**src/rtl/riot_bus_arbiter_if.sv**
```systemverilog
// Bus bundle between the CPU/host address decoders, the arbiter and the RIOT.
interface riot_bus_arbiter_if;
  // CPU requester
  logic       cpu_req;
  logic       cpu_we;
  logic [7:0] cpu_addr;
  logic [7:0] cpu_wdata;
  logic       cpu_ack;
  logic [7:0] cpu_rdata;
  // Host side-channel requester
  logic       host_req;
  logic       host_we;
  logic [7:0] host_addr;
  logic [7:0] host_wdata;
  logic       host_ack;
  logic [7:0] host_rdata;
  logic       host_err;
  // RIOT port
  logic [6:0] riot_a;
  logic [7:0] riot_din;
  logic [7:0] riot_dout;
  logic       riot_cs;
  logic       riot_cs_n;
  logic       riot_rw_n;
  logic       riot_rs_n;
  // Status
  logic       busy;
  logic       grant_host;

  // Arbiter side
  modport slave (
    input  cpu_req, cpu_we, cpu_addr, cpu_wdata,
    input  host_req, host_we, host_addr, host_wdata,
    input  riot_dout,
    output cpu_ack, cpu_rdata,
    output host_ack, host_rdata, host_err,
    output riot_a, riot_din, riot_cs, riot_cs_n, riot_rw_n, riot_rs_n,
    output busy, grant_host
  );

  // Requester / RIOT side
  modport master (
    output cpu_req, cpu_we, cpu_addr, cpu_wdata,
    output host_req, host_we, host_addr, host_wdata,
    output riot_dout,
    input  cpu_ack, cpu_rdata,
    input  host_ack, host_rdata, host_err,
    input  riot_a, riot_din, riot_cs, riot_cs_n, riot_rw_n, riot_rs_n,
    input  busy, grant_host
  );
endinterface

```
**src/rtl/riot_bus_arbiter.sv**
```systemverilog
// Two-requester arbiter for the single RIOT (6532) port: CPU has priority,
// host side-channel is admitted when the CPU is quiet or after a starvation
// limit. Each access is IDLE -> ISSUE (one-cycle strobe) -> DONE (capture).
module riot_bus_arbiter #(
  parameter int unsigned STARVE_LIMIT  = 4,
  parameter bit          HOST_SE_BLOCK = 1'b1
) (
  input  logic               CLK,
  input  logic               RESET,
  riot_bus_arbiter_if.slave  bus
);

  localparam int unsigned CW = (STARVE_LIMIT > 0) ? $clog2(STARVE_LIMIT + 1) : 1;
  localparam logic [CW-1:0] LIMIT = CW'(STARVE_LIMIT);

  typedef enum logic [1:0] {S_IDLE, S_ISSUE, S_DONE} state_t;

  state_t        r_state;
  logic          r_host;
  logic          r_we;
  logic          r_blocked;
  logic [CW-1:0] r_starve;

  logic       r_cpu_ack, r_host_ack, r_host_err;
  logic [7:0] r_cpu_rdata, r_host_rdata;
  logic [6:0] r_riot_a;
  logic [7:0] r_riot_din;
  logic       r_riot_cs, r_riot_cs_n, r_riot_rw_n, r_riot_rs_n;
  logic       r_busy, r_grant_host;

  logic       w_cpu_elig, w_host_elig, w_starve_hit;
  logic       w_host_win, w_cpu_win, w_host_blk;
  logic       w_sel_we;
  logic [7:0] w_sel_addr, w_sel_wdata;

  // A requester whose ack is showing this cycle is not eligible, so a held
  // request is not granted twice for one transaction. The CPU keeps the host
  // out even during its own ack cycle unless the starvation limit is hit.
  assign w_cpu_elig   = bus.cpu_req  & ~r_cpu_ack;
  assign w_host_elig  = bus.host_req & ~r_host_ack;
  assign w_starve_hit = (STARVE_LIMIT != 0) && (r_starve == LIMIT);
  assign w_host_win   = w_host_elig & (~bus.cpu_req | w_starve_hit);
  assign w_cpu_win    = w_cpu_elig & ~w_host_win;
  assign w_host_blk   = HOST_SE_BLOCK & ~bus.host_we & bus.host_addr[7] & bus.host_addr[2];

  assign w_sel_we    = w_host_win ? bus.host_we    : bus.cpu_we;
  assign w_sel_addr  = w_host_win ? bus.host_addr  : bus.cpu_addr;
  assign w_sel_wdata = w_host_win ? bus.host_wdata : bus.cpu_wdata;

  // Arbitration, access sequencing, strobe generation and read capture
  always_ff @(posedge CLK) begin
    if (RESET) begin
      r_state      <= S_IDLE;
      r_host       <= 1'b0;
      r_we         <= 1'b0;
      r_blocked    <= 1'b0;
      r_starve     <= '0;
      r_cpu_ack    <= 1'b0;
      r_host_ack   <= 1'b0;
      r_host_err   <= 1'b0;
      r_cpu_rdata  <= '0;
      r_host_rdata <= '0;
      r_riot_a     <= '0;
      r_riot_din   <= '0;
      r_riot_cs    <= 1'b0;
      r_riot_cs_n  <= 1'b1;
      r_riot_rw_n  <= 1'b1;
      r_riot_rs_n  <= 1'b1;
      r_busy       <= 1'b0;
      r_grant_host <= 1'b0;
    end else begin
      r_cpu_ack  <= 1'b0;
      r_host_ack <= 1'b0;

      if (!bus.host_req) begin
        r_starve <= '0;
      end else if (r_state == S_IDLE) begin
        if (w_host_win)
          r_starve <= '0;
        else if (w_cpu_win && (r_starve != LIMIT))
          r_starve <= r_starve + 1'b1;
      end

      case (r_state)
        S_IDLE: begin
          if (w_host_win || w_cpu_win) begin
            r_state      <= S_ISSUE;
            r_host       <= w_host_win;
            r_we         <= w_sel_we;
            r_blocked    <= w_host_win & w_host_blk;
            r_busy       <= 1'b1;
            r_grant_host <= w_host_win;
            // A blocked host read walks the FSM without touching the RIOT.
            if (!(w_host_win && w_host_blk)) begin
              r_riot_cs   <= 1'b1;
              r_riot_cs_n <= 1'b0;
              r_riot_rs_n <= w_sel_addr[7];
              r_riot_a    <= w_sel_addr[6:0];
              r_riot_rw_n <= ~w_sel_we;
              r_riot_din  <= w_sel_wdata;
            end
          end
        end
        S_ISSUE: begin
          r_state     <= S_DONE;
          r_riot_cs   <= 1'b0;
          r_riot_cs_n <= 1'b1;
          r_riot_rw_n <= 1'b1;
          r_riot_rs_n <= 1'b1;
        end
        S_DONE: begin
          r_state      <= S_IDLE;
          r_busy       <= 1'b0;
          r_grant_host <= 1'b0;
          if (r_host) begin
            r_host_ack <= 1'b1;
            r_host_err <= r_blocked;
            if (r_blocked)
              r_host_rdata <= '0;
            else if (!r_we)
              r_host_rdata <= bus.riot_dout;
          end else begin
            r_cpu_ack <= 1'b1;
            if (!r_we)
              r_cpu_rdata <= bus.riot_dout;
          end
        end
        default: r_state <= S_IDLE;
      endcase
    end
  end

  assign bus.cpu_ack    = r_cpu_ack;
  assign bus.cpu_rdata  = r_cpu_rdata;
  assign bus.host_ack   = r_host_ack;
  assign bus.host_rdata = r_host_rdata;
  assign bus.host_err   = r_host_err;
  assign bus.riot_a     = r_riot_a;
  assign bus.riot_din   = r_riot_din;
  assign bus.riot_cs    = r_riot_cs;
  assign bus.riot_cs_n  = r_riot_cs_n;
  assign bus.riot_rw_n  = r_riot_rw_n;
  assign bus.riot_rs_n  = r_riot_rs_n;
  assign bus.busy       = r_busy;
  assign bus.grant_host = r_grant_host;

endmodule

```
**src/flat_wrapper.sv**
```systemverilog
// flat-port wrapper written by rule: the top's interface ports become plain ports
module riot_bus_arbiter_flat 
#(
  parameter int unsigned STARVE_LIMIT  = 4,
  parameter bit          HOST_SE_BLOCK = 1'b1
)
  (CLK, RESET, bus_cpu_req, bus_cpu_we, bus_cpu_addr, bus_cpu_wdata, bus_host_req, bus_host_we, bus_host_addr, bus_host_wdata, bus_riot_dout, bus_cpu_ack, bus_cpu_rdata, bus_host_ack, bus_host_rdata, bus_host_err, bus_riot_a, bus_riot_din, bus_riot_cs, bus_riot_cs_n, bus_riot_rw_n, bus_riot_rs_n, bus_busy, bus_grant_host);
  riot_bus_arbiter_if bus_i ();
  input  logic CLK;
  input  logic RESET;
  input wire logic [$bits(bus_i.cpu_req)-1:0] bus_cpu_req;
  input wire logic [$bits(bus_i.cpu_we)-1:0] bus_cpu_we;
  input wire logic [$bits(bus_i.cpu_addr)-1:0] bus_cpu_addr;
  input wire logic [$bits(bus_i.cpu_wdata)-1:0] bus_cpu_wdata;
  input wire logic [$bits(bus_i.host_req)-1:0] bus_host_req;
  input wire logic [$bits(bus_i.host_we)-1:0] bus_host_we;
  input wire logic [$bits(bus_i.host_addr)-1:0] bus_host_addr;
  input wire logic [$bits(bus_i.host_wdata)-1:0] bus_host_wdata;
  input wire logic [$bits(bus_i.riot_dout)-1:0] bus_riot_dout;
  output wire logic [$bits(bus_i.cpu_ack)-1:0] bus_cpu_ack;
  output wire logic [$bits(bus_i.cpu_rdata)-1:0] bus_cpu_rdata;
  output wire logic [$bits(bus_i.host_ack)-1:0] bus_host_ack;
  output wire logic [$bits(bus_i.host_rdata)-1:0] bus_host_rdata;
  output wire logic [$bits(bus_i.host_err)-1:0] bus_host_err;
  output wire logic [$bits(bus_i.riot_a)-1:0] bus_riot_a;
  output wire logic [$bits(bus_i.riot_din)-1:0] bus_riot_din;
  output wire logic [$bits(bus_i.riot_cs)-1:0] bus_riot_cs;
  output wire logic [$bits(bus_i.riot_cs_n)-1:0] bus_riot_cs_n;
  output wire logic [$bits(bus_i.riot_rw_n)-1:0] bus_riot_rw_n;
  output wire logic [$bits(bus_i.riot_rs_n)-1:0] bus_riot_rs_n;
  output wire logic [$bits(bus_i.busy)-1:0] bus_busy;
  output wire logic [$bits(bus_i.grant_host)-1:0] bus_grant_host;
  assign bus_i.cpu_req = bus_cpu_req;
  assign bus_i.cpu_we = bus_cpu_we;
  assign bus_i.cpu_addr = bus_cpu_addr;
  assign bus_i.cpu_wdata = bus_cpu_wdata;
  assign bus_i.host_req = bus_host_req;
  assign bus_i.host_we = bus_host_we;
  assign bus_i.host_addr = bus_host_addr;
  assign bus_i.host_wdata = bus_host_wdata;
  assign bus_i.riot_dout = bus_riot_dout;
  assign bus_cpu_ack = bus_i.cpu_ack;
  assign bus_cpu_rdata = bus_i.cpu_rdata;
  assign bus_host_ack = bus_i.host_ack;
  assign bus_host_rdata = bus_i.host_rdata;
  assign bus_host_err = bus_i.host_err;
  assign bus_riot_a = bus_i.riot_a;
  assign bus_riot_din = bus_i.riot_din;
  assign bus_riot_cs = bus_i.riot_cs;
  assign bus_riot_cs_n = bus_i.riot_cs_n;
  assign bus_riot_rw_n = bus_i.riot_rw_n;
  assign bus_riot_rs_n = bus_i.riot_rs_n;
  assign bus_busy = bus_i.busy;
  assign bus_grant_host = bus_i.grant_host;
  riot_bus_arbiter #(.STARVE_LIMIT(STARVE_LIMIT), .HOST_SE_BLOCK(HOST_SE_BLOCK)) u_core (.CLK(CLK), .RESET(RESET), .bus(bus_i));
endmodule
```
**config.mk**
```make
export PLATFORM = sky130hd
export DESIGN_NAME = riot_bus_arbiter_flat
export DESIGN_NICKNAME = d
export VERILOG_FILES = /design/src/rtl/riot_bus_arbiter_if.sv /design/src/rtl/riot_bus_arbiter.sv /design/src/flat_wrapper.sv
export SDC_FILE = /design/constraint.sdc
export NUM_CORES = 1
export LEC_CHECK = 0
export CAP_MARGIN = 0
export CORE_ASPECT_RATIO = 1.5
export CORE_MARGIN = 2
export CORE_UTILIZATION = 33
export CTS_CLUSTER_DIAMETER = 150
export DETAILED_ROUTE_END_ITERATION = 8
export PLACE_DENSITY = 0.73
export RECOVER_POWER = 100
export SETUP_SLACK_MARGIN = 0.05
export SLEW_MARGIN = 25
export SYNTH_ARGS = -nofsm -noshare
export SYNTH_HDL_FRONTEND = slang
export SYNTH_SLANG_ARGS = --single-unit
export TNS_END_PERCENT = 1
```
**constraint.sdc**
```tcl
create_clock -name CLK -period 2 [get_ports CLK]
set_input_delay 0.2 -clock CLK [delete_from_list [all_inputs] [get_ports CLK]]
set_output_delay 0.2 -clock CLK [all_outputs]
set_load 0.005 [all_outputs]
```
==> results.py <==
metrics = {
    "critical_path": {
        "start_kind": "flip-flop",
        "crit_required_ns": 2.20,
        "rr_startpoint": "u_core.r_starve[0]$_SDFFE_PP0P_",
        "cp-end-kind": "flip-flop",
        "path_class": "reg -> reg",
        "crit_path_max_fanout": 10,
        "cp_slowest_cell": "dfxtp_1",
        "worst_r2r_path_depth": 6,
        "cpLargestDelayFamily": "simple AND/OR/NAND/NOR gates",
        "r2r-end": "u_core.bus.riot_a[2]$_SDFFE_PP0P_",
        "cpPeakStageDelay_ns": 0.39,
        "r2r_slack_ns": 0.14,
        "crit_chain": "inv_1, ha_1, a21bo_1, and2_2, or3_1, o2111a_1",
        "crit_buf_inv": 1,
        "crit_arrival_ns": 2.06,
    },
    "routing": {
        "drt_pass1_iterations": 5,
        "wl_per_cell_um": 14.0,
        "drt_wl_total_mm": 5.40,
        "drc": 0,
        "viasPerCell": 4.96,
        "postRouteAntennaNets": 0,
        "drt_iter0_markers": 61,
        "vias": 1915,
    },
    "floorplanning": {
        "initial_core_util_pct": 33.7,
        "die_y_um": 101,
        "die_w_um": 68.4,
        "coreArea_um2": 6090,
        "row_count": 35,
        "dieArea_um2": 6870,
        "pin_count": 86,
    },
    "sta": {
        "rsz0062_at_grt": "no",
        "slew_viol_final": 0,
        "final-hold-violation-count": 0,
        "period_needed_ns": 1.86,
        "tightest_slew_ns": 0.560,
        "post-route-period-util_pct": 93.2,
        "max_slew_margin_pct": 62.4,
        "finalClockSkew_ns": 0.00385,
        "whs_ns": 0.456,
        "fmax_ghz": 0.537,
        "setup_viol": 0,
    },
    "cts": {
        "cts_tree": "built",
        "cts_buffers": 5,
        "cts_buffer_depth": 2,
        "postCtsHoldBufs": 0,
        "htreeDepth": 2,
        "cts.sinks": 48,
        "clk_pin_slew_ns": 0.08,
        "root_buffer": "clkbuf_8",
        "clk_latency_ns": 0.30,
    },
    "place": {
        "dp.cells": 378,
        "port_buffers": 85,
        "place_hpwl_mm": 4.12,
        "gp_congestion": 0.833,
    },
    "power_and_ir_drop": {
        "ir_worst_vdd_mv": 0.376,
        "power.density_nw_per_um2": 678,
        "p_leak_nw": 1.29,
    },
    "synth": {
        "synth_nets": 273,
        "netlist_area_um2": 2050,
        "yosysMostFrequentCell": "dfxtp_1",
        "synth-edff-count": 0,
        "yosys_warnings": 0,
        "ys_ff_latch": 48,
        "yosys.area.top_type": "dfxtp_1",
        "synthTopCellsByCount": "dfxtp_1, a21oi_1, nand2_1",
        "avgSynthCellArea_um2": 9.11,
        "yosysTopAreaCellShare_pct": 46.9,
        "synth.yosys.seq_area_share_pct": 46.9,
        "synthFlopType": "dfxtp_1",
        "async_flop_share_pct": 0,
        "syn-instance-count": 225,
        "yosysUniqueCellTypes": 43,
        "synth_area_leaders": "dfxtp_1, o221a_2, a21oi_1",
    },
    "global_routing": {
        "track_usage_pct": 16.3,
        "grt_pass1_vias": 1899,
        "globalRoute.totalOverflow": 0,
        "grt_pass1_wl_mm": 8.59,
        "grt_max_degree": 28,
        "antenna_found_initial": 0,
    },
    "cells_and_area": {
        "final_util_pct": 50.6,
        "drive_above_1_share_pct": 10.6,
        "multi_input_area_um2": 945,
        "n_fill_cell": 589,
        "syn2layout_area_growth_pct": 50.1,
        "nets": 360,
        "stdcell_count": 386,
        "regArea_um2": 961,
        "antenna_cells": 0,
    },
    "run": {
        "drv_cap": 0,
    },
    "min_path": {
        "hold_end": "u_core.bus.cpu_rdata[4]$_SDFFE_PP0P_",
        "hold_class": "reg -> reg",
        "hold_depth": 2,
        "hold_start": "u_core.bus.cpu_rdata[4]$_SDFFE_PP0P_",
    },
    "run_status": {
        "status": "completed",
    },
}
[cell usage in the layout (no fill, tap or decap), drive strengths merged]
cell type      instances
a211oi                 1
a21bo                  1
a21o                   2
a21oi                 29
a221oi                 1
a22oi                  8
a31o                   1
a31oi                  1
a32o                   2
and2                   2
and2b                  1
buf                    5
clkbuf                10
clkdlybuf4s50         45
dfxtp                 48
dlygate4sd3           40
ha                     2
inv                   19
mux2i                  1
nand2                 24
nand2b                 3
nand3                  1
nand3b                 3
nand4                  1
nor2                  20
nor2b                  2
nor3                   7
nor3b                  3
o2111a                 2
o2111ai                1
o211a                  1
o21ai                  4
o21bai                 1
o221a                 14
o32ai                  1
o41a                   1
or3                    3
or4b                   1
[where the power goes]
group / switching [mW] / leakage, nW / internal [mW]
logic: 0.170 / 0.846 / 0.246
registers: 0.0392 / 0.393 / 1.02
clock network: 0.306 / 0.0503 / 0.308
total: 0.515 / 1.29 / 1.57
[through the flow]
step           cell area (um2)  setup TNS (ns)  total power [mW]  setup slack (ns)
2_1_floorplan             2050               0              1.27             0.219
3_3_place_gp              2970               0              1.51            0.0397
3_5_place_dp              2970          -0.256              1.52           -0.0256
4_1_cts                   3090               0              2.15             0.115
5_1_grt                   3080               0              2.20            0.0485
6_report                  3080               0              2.09             0.136
[worst register-to-register path, stage by stage, from the launching register on]
cell	delay, ns
dfxtp_1	0.39
inv_1	0.07
ha_1	0.25
a21bo_1	0.27
and2_2	0.29
or3_1	0.36
o2111a_1	0.14
[registers in the layout, summed over array words and instances, names as in the netlist, 2 cells and up]
| signal | count |
|---|---|
| u_core.bus.host_rdata | 8 |
| u_core.r_state | 2 |
| u_core.bus.riot_din | 8 |
| u_core.bus.cpu_rdata | 8 |
| u_core.bus.riot_a | 7 |
| u_core.r_starve | 3 |
[metal layers]
layer / vias up / wire length (um) / global-route usage [%] / share of wire, %
met2: 69 / 2790 / 29.1 / 52
met3: 6 / 431 / 4.25 / 8.0
met5: - / 0 / 0 / 0
li1: 971 / - / - / -
met1: 869 / 2110 / 17.5 / 39
met4: 0 / 68 / 6.46 / 1.3
[cell type report]
type,instances,area share [%]
tap,74,3.01
multi-input combinational,145,30.7
clock buffer,7,3.13
sequential,48,31.2
timing repair buffer,93,29.6
inverter,19,2.32
[logic make-up (layout without fill, tap and decap cells)]
kind of cell    after synthesis  after routing  synth area share (%)
fa+ha+maj                     2              2                  1.22
buf+inv                      32            119                  7.14
simple gates                 71             71                  17.4
mux                           1              1                 0.488
compound gates               71             71                  26.8
flops                        48             48                  46.9
[worst max path at each step]
stage                                         start                                   to  slack (ns)  cells after the start
global placement                        bus_cpu_req    u_core.bus.riot_a[1]$_SDFFE_PP0P_        0.04                      5
global route        u_core.r_starve[0]$_SDFFE_PP0P_         u_core.bus.busy$_SDFFE_PP0P_        0.05                      7
floorplan           u_core.r_starve[0]$_SDFFE_PP0P_    u_core.bus.riot_a[2]$_SDFFE_PP0P_        0.22                      7
finish              u_core.r_starve[0]$_SDFFE_PP0P_    u_core.bus.riot_a[2]$_SDFFE_PP0P_        0.14                      6
CTS                 u_core.r_starve[0]$_SDFFE_PP0P_    u_core.bus.riot_a[2]$_SDFFE_PP0P_        0.12                      6
detailed placement                      bus_cpu_req  u_core.bus.riot_din[0]$_SDFFE_PP0P_       -0.03                      5
[what timing repair did]
item,CTS,global route
buffers inserted,1,0
setup endpoints to repair,14,2
pin swaps,1,0
gates resized for setup,0,1
Power figures use the tool's default switching activity.
